## config.mk

```make
export PLATFORM = sky130hd
export DESIGN_NAME = spi_flash_responder
export DESIGN_NICKNAME = d
export VERILOG_FILES = /design/src/rtl/spi_flash_responder.sv
export SDC_FILE = /design/constraint.sdc
export NUM_CORES = 1
export LEC_CHECK = 0
export CAP_MARGIN = 0
export CELL_PAD_IN_SITES_DETAIL_PLACEMENT = 1
export CELL_PAD_IN_SITES_GLOBAL_PLACEMENT = 1
export CORE_MARGIN = 2
export CORE_UTILIZATION = 40
export CTS_BUF_LIST = sky130_fd_sc_hd__clkbuf_16
export CTS_CLUSTER_DIAMETER = 150
export DETAILED_ROUTE_END_ITERATION = 16
export PLACE_DENSITY_LB_ADDON = 0.1
export SKIP_CTS_REPAIR_TIMING = 1
export SYNTH_ARGS = -nofsm -noshare
export SYNTH_HDL_FRONTEND = slang
export SYNTH_SLANG_ARGS = --single-unit
```

## constraint.sdc

```tcl
create_clock -name clk -period 3.39 [get_ports clk]
set_input_delay 1.017 -clock clk [delete_from_list [all_inputs] [get_ports clk]]
set_output_delay 1.017 -clock clk [all_outputs]
set_load 0.02 [all_outputs]
```

## src/rtl/spi_flash_responder.sv

```systemverilog
// spi_flash_responder: SPI-NOR responder for READ (0x03), JEDEC ID (0x9F) and STATUS (0x05), oversampled on clk.
// Define SPI_RESP_QUAD_EN to add the 0x6B quad output read with its DUMMY phase.
module spi_flash_responder #(
   parameter int ADDR_WIDTH = 24,
   parameter logic [23:0] JEDEC_ID = 24'hEF4016
) (
   input  logic clk,
   input  logic rst,
   input  logic sclk,
   input  logic cs_n,
   input  logic [3:0] qdi,
   output logic [3:0] qdo,
   output logic [3:0] oe,
   output logic [ADDR_WIDTH-1:0] mem_addr,
   output logic mem_rd,
   input  logic [7:0] mem_data
);
`ifdef SPI_RESP_QUAD_EN
   typedef enum logic [2:0] {IDLE, CMD, ADDR, DUMMY, DATA, ID, STAT, IGNORE} state_t;
`else
   typedef enum logic [2:0] {IDLE, CMD, ADDR, DATA, ID, STAT, IGNORE} state_t;
`endif
   state_t state, state_n;
   logic [1:0] sclk_q, cs_q, vld, idx;
   logic [3:0] qdi_q1, qdi_q2;
   logic sclk_d, armed, cs_s, din, rise, fall, quad, quad_cmd, out_st, last, rd_d, unused_qdi;
   logic [4:0] bit_cnt;
   logic [2:0] pos;
   logic [6:0] sh;
   logic [7:0] tx, pf, rx_cmd, next_byte;
   logic [22:0] addr;
   logic [23:0] addr_full;
   // vld masks the reset value of the cs_n synchronizer so a select held through reset is never taken
   always_ff @(posedge clk)
      if (rst) begin
         sclk_q <= 2'b00;
         cs_q <= 2'b11;
         qdi_q1 <= 4'h0;
         qdi_q2 <= 4'h0;
         sclk_d <= 1'b0;
         vld <= 2'b00;
         armed <= 1'b0;
      end else begin
         sclk_q <= {sclk_q[0], sclk};
         cs_q <= {cs_q[0], cs_n};
         qdi_q1 <= qdi;
         qdi_q2 <= qdi_q1;
         sclk_d <= sclk_q[1];
         vld <= {vld[0], 1'b1};
         armed <= armed | (vld[1] & cs_q[1]);
      end
   assign cs_s = cs_q[1];
   assign din = qdi_q2[0];
   assign unused_qdi = ^qdi_q2[3:1];
   assign rise = sclk_q[1] & ~sclk_d & ~cs_s;
   assign fall = ~sclk_q[1] & sclk_d & ~cs_s;
   assign rx_cmd = {sh, din};
   assign addr_full = {addr, din};
   assign out_st = state == DATA || state == ID || state == STAT;
   assign last = quad ? pos[0] : pos == 3'd7;
   assign oe = !out_st ? 4'h0 : quad ? 4'hF : 4'b0010;
   assign qdo = !out_st ? 4'h0 : quad ? tx[7:4] : {2'b00, tx[7], 1'b0};
   assign next_byte = state == DATA ? pf : state == STAT ? 8'h00 : idx == 2'd0 ? JEDEC_ID[23:16] :
                      idx == 2'd1 ? JEDEC_ID[15:8] : idx == 2'd2 ? JEDEC_ID[7:0] : 8'hFF;
`ifdef SPI_RESP_QUAD_EN
   assign quad_cmd = rx_cmd == 8'h6B;
`else
   assign quad_cmd = 1'b0;
   assign quad = 1'b0;
`endif
   always_ff @(posedge clk) state <= rst ? IDLE : state_n;
   always_comb begin
      state_n = state;
      if (cs_s) state_n = IDLE;
      else
         case (state)
            IDLE: state_n = armed ? CMD : IDLE;
            CMD: if (rise && bit_cnt == 5'd7)
               state_n = (rx_cmd == 8'h03 || quad_cmd) ? ADDR : rx_cmd == 8'h9F ? ID : rx_cmd == 8'h05 ? STAT : IGNORE;
`ifdef SPI_RESP_QUAD_EN
            ADDR: if (rise && bit_cnt == 5'd23) state_n = quad ? DUMMY : DATA;
            DUMMY: if (rise && bit_cnt == 5'd7) state_n = DATA;
`else
            ADDR: if (rise && bit_cnt == 5'd23) state_n = DATA;
`endif
            default: ;
         endcase
   end
   // pos starts at 7 so the first falling edge of an output phase loads a fresh byte
   always_ff @(posedge clk)
      if (rst) begin
         bit_cnt <= '0;
         sh <= '0;
         addr <= '0;
         tx <= '0;
         pf <= '0;
         pos <= 3'd7;
         idx <= '0;
         mem_addr <= '0;
         mem_rd <= 1'b0;
         rd_d <= 1'b0;
`ifdef SPI_RESP_QUAD_EN
         quad <= 1'b0;
`endif
      end else begin
         mem_rd <= 1'b0;
         rd_d <= mem_rd;
         if (rd_d) pf <= mem_data;
         if (state == IDLE) begin
            bit_cnt <= '0;
            sh <= '0;
            tx <= '0;
            pos <= 3'd7;
            idx <= '0;
`ifdef SPI_RESP_QUAD_EN
            quad <= 1'b0;
`endif
         end else if (rise && !out_st && state != IGNORE) begin
            bit_cnt <= state_n != state ? 5'd0 : bit_cnt + 5'd1;
            sh <= rx_cmd[6:0];
            addr <= addr_full[22:0];
`ifdef SPI_RESP_QUAD_EN
            if (state == CMD) quad <= quad_cmd;
`endif
            if (state == ADDR && state_n != ADDR) begin
               mem_rd <= 1'b1;
               mem_addr <= addr_full[ADDR_WIDTH-1:0];
            end
         end else if (fall && out_st) begin
            tx <= last ? next_byte : quad ? {tx[3:0], 4'h0} : {tx[6:0], 1'b0};
            pos <= last ? 3'd0 : pos + 3'd1;
            idx <= (last && idx != 2'd3) ? idx + 2'd1 : idx;
            // single mode fetches while bit 0 goes out, quad while the high nibble goes out
            if (state == DATA && (quad ? last : pos == 3'd6)) begin
               mem_rd <= 1'b1;
               mem_addr <= mem_addr + ADDR_WIDTH'(1);
            end
         end
      end
endmodule

```

==> reports/metrics.yaml <==
global_routing:
  antenna_found_initial: 0
  grt_pass1_wl_um: 21370
  grt_pass1_vias: 4254
  grt_use_total_pct: 21.18
  gr-total-overflow: 0
  grt_max_degree: 68
pwr:
  power_mw: 2.327
  power_density_nw_per_um2: 438.0
  vdd_ir_drop_max_v: 0.0002746
  leakage_nw: 1.720
synth:
  synthSimpleGateAreaFrac_pct: 24.06
  yosysTopAreaCell: "dfxtp_1"
  yosys.area.top_type_share_pct: 41.94
  yosysMostFrequentCell: "nand2_1"
  async_flop_share_pct: 0
  synth_flop_cell: "dfxtp_1"
  synthAdderAreaFrac_pct: 2.483
  synth_top_family_by_area: "simple AND/OR/NAND/NOR gates"
  ys_seq_elements: 95
  muxShareOfSynthArea_pct: 1.987
  synthTopCellsByCount: "nand2_1 (101), dfxtp_1 (95), a21oi_1 (74)"
  synth.distinct_cells: 63
  synth_warnings: 0
  synth_xor_area_share_pct: 0.3863
  synth-edff-count: 0
  synth_compound_area_share_pct: 23.34
  yosysSeqAreaShare_pct: 41.94
  syn_inst: 564
  yosys-top-cells-area: "dfxtp_1 (42%), nand2_1 (8.4%), a21oi_1 (8.2%)"
  avgSynthCellArea_um2: 8.040
  syn_area_um2: 4534
timing:
  skew_ps: 6.879
  drv_slew: 0
  setup_viol: 0
  fin_crit_sh_pct: 92.94
  worst_pin_slew_ps: 1008
  fin_crit_ps: 3151
  fin_setup_tns_ps: 0
  hold_slack_ps: 424.2
  timing.fmax_mhz: 317.4
  rsz0062_at_grt: "no"
  slew_headroom_pct: 32.78
  finalHoldViolCount: 0
drt:
  route.antenna.remaining_nets: 0
  wire_per_inst_um: 17.27
  drc: 0
  dr.pass1.iters: 4
  vias_per_cell: 5.617
  first_iter_violations: 136
  drt_wl_total_um: 12580
  num_vias: 4089
die:
  die_w_um: 110.5
  die_h_um: 110.5
  dieArea_um2: 12200
  start_util_pct: 41.46
  core_region_area_um2: 10940
  num_rows: 38
  ios: 49
clock_network:
  cts_buffers: 9
  clk_path_buf_depth: 2
  cts.root.buffer_cell: "clkbuf_16"
  clkSinkCount: 95
  cts_tree: "yes"
  clk_pin_slew_ps: 70
  clk_latency_ps: 350
  htree_levels: 3
hold_path:
  holdCritPathClass: "reg2reg"
final_layout:
  final_layout_size_suffix_gt1_share_pct: 7.483
  nets: 608
  n_antenna_cell: 0
  syn2layout_area_growth_pct: 17.16
  post-route-util_pct: 48.58
flow_run:
  cap_violations: 0
worst_setup_path:
  cp_slowest_cell: "dfxtp_1"
  path_max_fanout: 16
  r2r_slack_ps: 560
  path_cells: "nand3b_1 -> o21ai_0 -> and2_1 -> clkdlybuf4s50_1"
  critical_path_arrival_ps: 2130
  cp-end-kind: "output pin"
  path_class: "reg2out"
  cpPeakStageDelay_ps: 640
  worstSetupStartpointType: "flop"
  required_ps: 2370
placement:
  hpwlAfterDp_um: 8050
  place_congestion: 0.7638
  io_buffers: 39
outcome:
  status: "finished clean"
through the flow:
| step | setup WS, ps | instance area [um2] | cells |
|---|---|---|---|
| 2_1_floorplan | 1327 | 4553 | 569 |
| 3_3_place_gp | 657.4 | 4976 | 712 |
| 3_5_place_dp | 588.7 | 4976 | 712 |
| 4_1_cts | 195.3 | 5313 | 728 |
| 5_1_grt | 62.60 | 5313 | 728 |
| 6_report | 239.5 | 5313 | 728 |
sequential cells by signal (all words and copies together) (netlist names), 3 cells and up:
name and count:
pos 3, sh 7, tx 8, pf 8, bit_cnt 5, mem_addr 24
addr 23, state 3
critical path, delay by kind of cell, from the launching register on:
kind	cells	cell delay, ps
flip-flops	1	640
buffers and inverters	1	590
AND/OR/NAND/NOR	2	370
AO/OA/AOI/OAI	1	190
layout by cell type, fill, tap and decap left out, types with 8 or more instances in the layout:
cell / netlist / final
buf_4: 8 / 10
clkbuf_16: 0 / 9
nor2_1: 49 / 49
a211oi_1: 10 / 10
dfxtp_1: 95 / 95
o21ai_0: 19 / 19
a21oi_1: 74 / 74
nor3_1: 8 / 8
nand3_1: 22 / 22
ha_1: 9 / 9
nand2_1: 101 / 101
mux2i_1: 9 / 9
nor2b_1: 10 / 10
o22ai_1: 9 / 9
clkdlybuf4s50_1: 0 / 38
logic make-up (layout without fill, tap and decap cells):
kind of cell | after synthesis | after routing
simple gates | 230 | 230
other cells | 1 | 6
fa+ha+maj | 9 | 9
flops | 95 | 95
mux | 9 | 9
buf+inv | 54 | 73
compound gates | 164 | 164
xor+xnor | 2 | 2
area by class of cell:
| cell class | instances | area, um2 |
|---|---|---|
| fillers | 1326 | 5623 |
| multi-input cells | 420 | 2392 |
| flip-flops and latches | 95 | 1902 |
| repair buffers | 50 | 480.5 |
| clock buffers | 9 | 225.2 |
| well taps | 140 | 175.2 |
| clock inverters | 7 | 111.4 |
| inverters | 7 | 26.28 |
routing by layer:
layer  vias up  global-route usage, %  share of wire [%]
met2        43                  36.36                 50
met5         -                      0                  0
met4         0                  6.000               0.77
met3         6                  4.885                2.6
li1       2022                      -                  -
met1      2018                  26.60                 47
power breakdown:
part | leakage (nW) | switching [mW] | internal, mW
combinational | 0.790 | 0.0309 | 0.0194
clock | 0.163 | 0.435 | 0.716
sequential | 0.767 | 0.00456 | 1.12
worst paths after layout:
path,startpoint,cells after the start,to
setup reg to reg,state[2]$_SDFF_PP0_,6,mem_addr[22]$_SDFFE_PP0P_
setup / recovery,state[1]$_SDFF_PP0_,4,qdo[1]
hold reg to reg,cs_q[0]$_SDFF_PP1_,1,cs_q[1]$_SDFF_PP1_
hold / removal,cs_q[0]$_SDFF_PP1_,1,cs_q[1]$_SDFF_PP1_
Power figures use the tool's default switching activity.
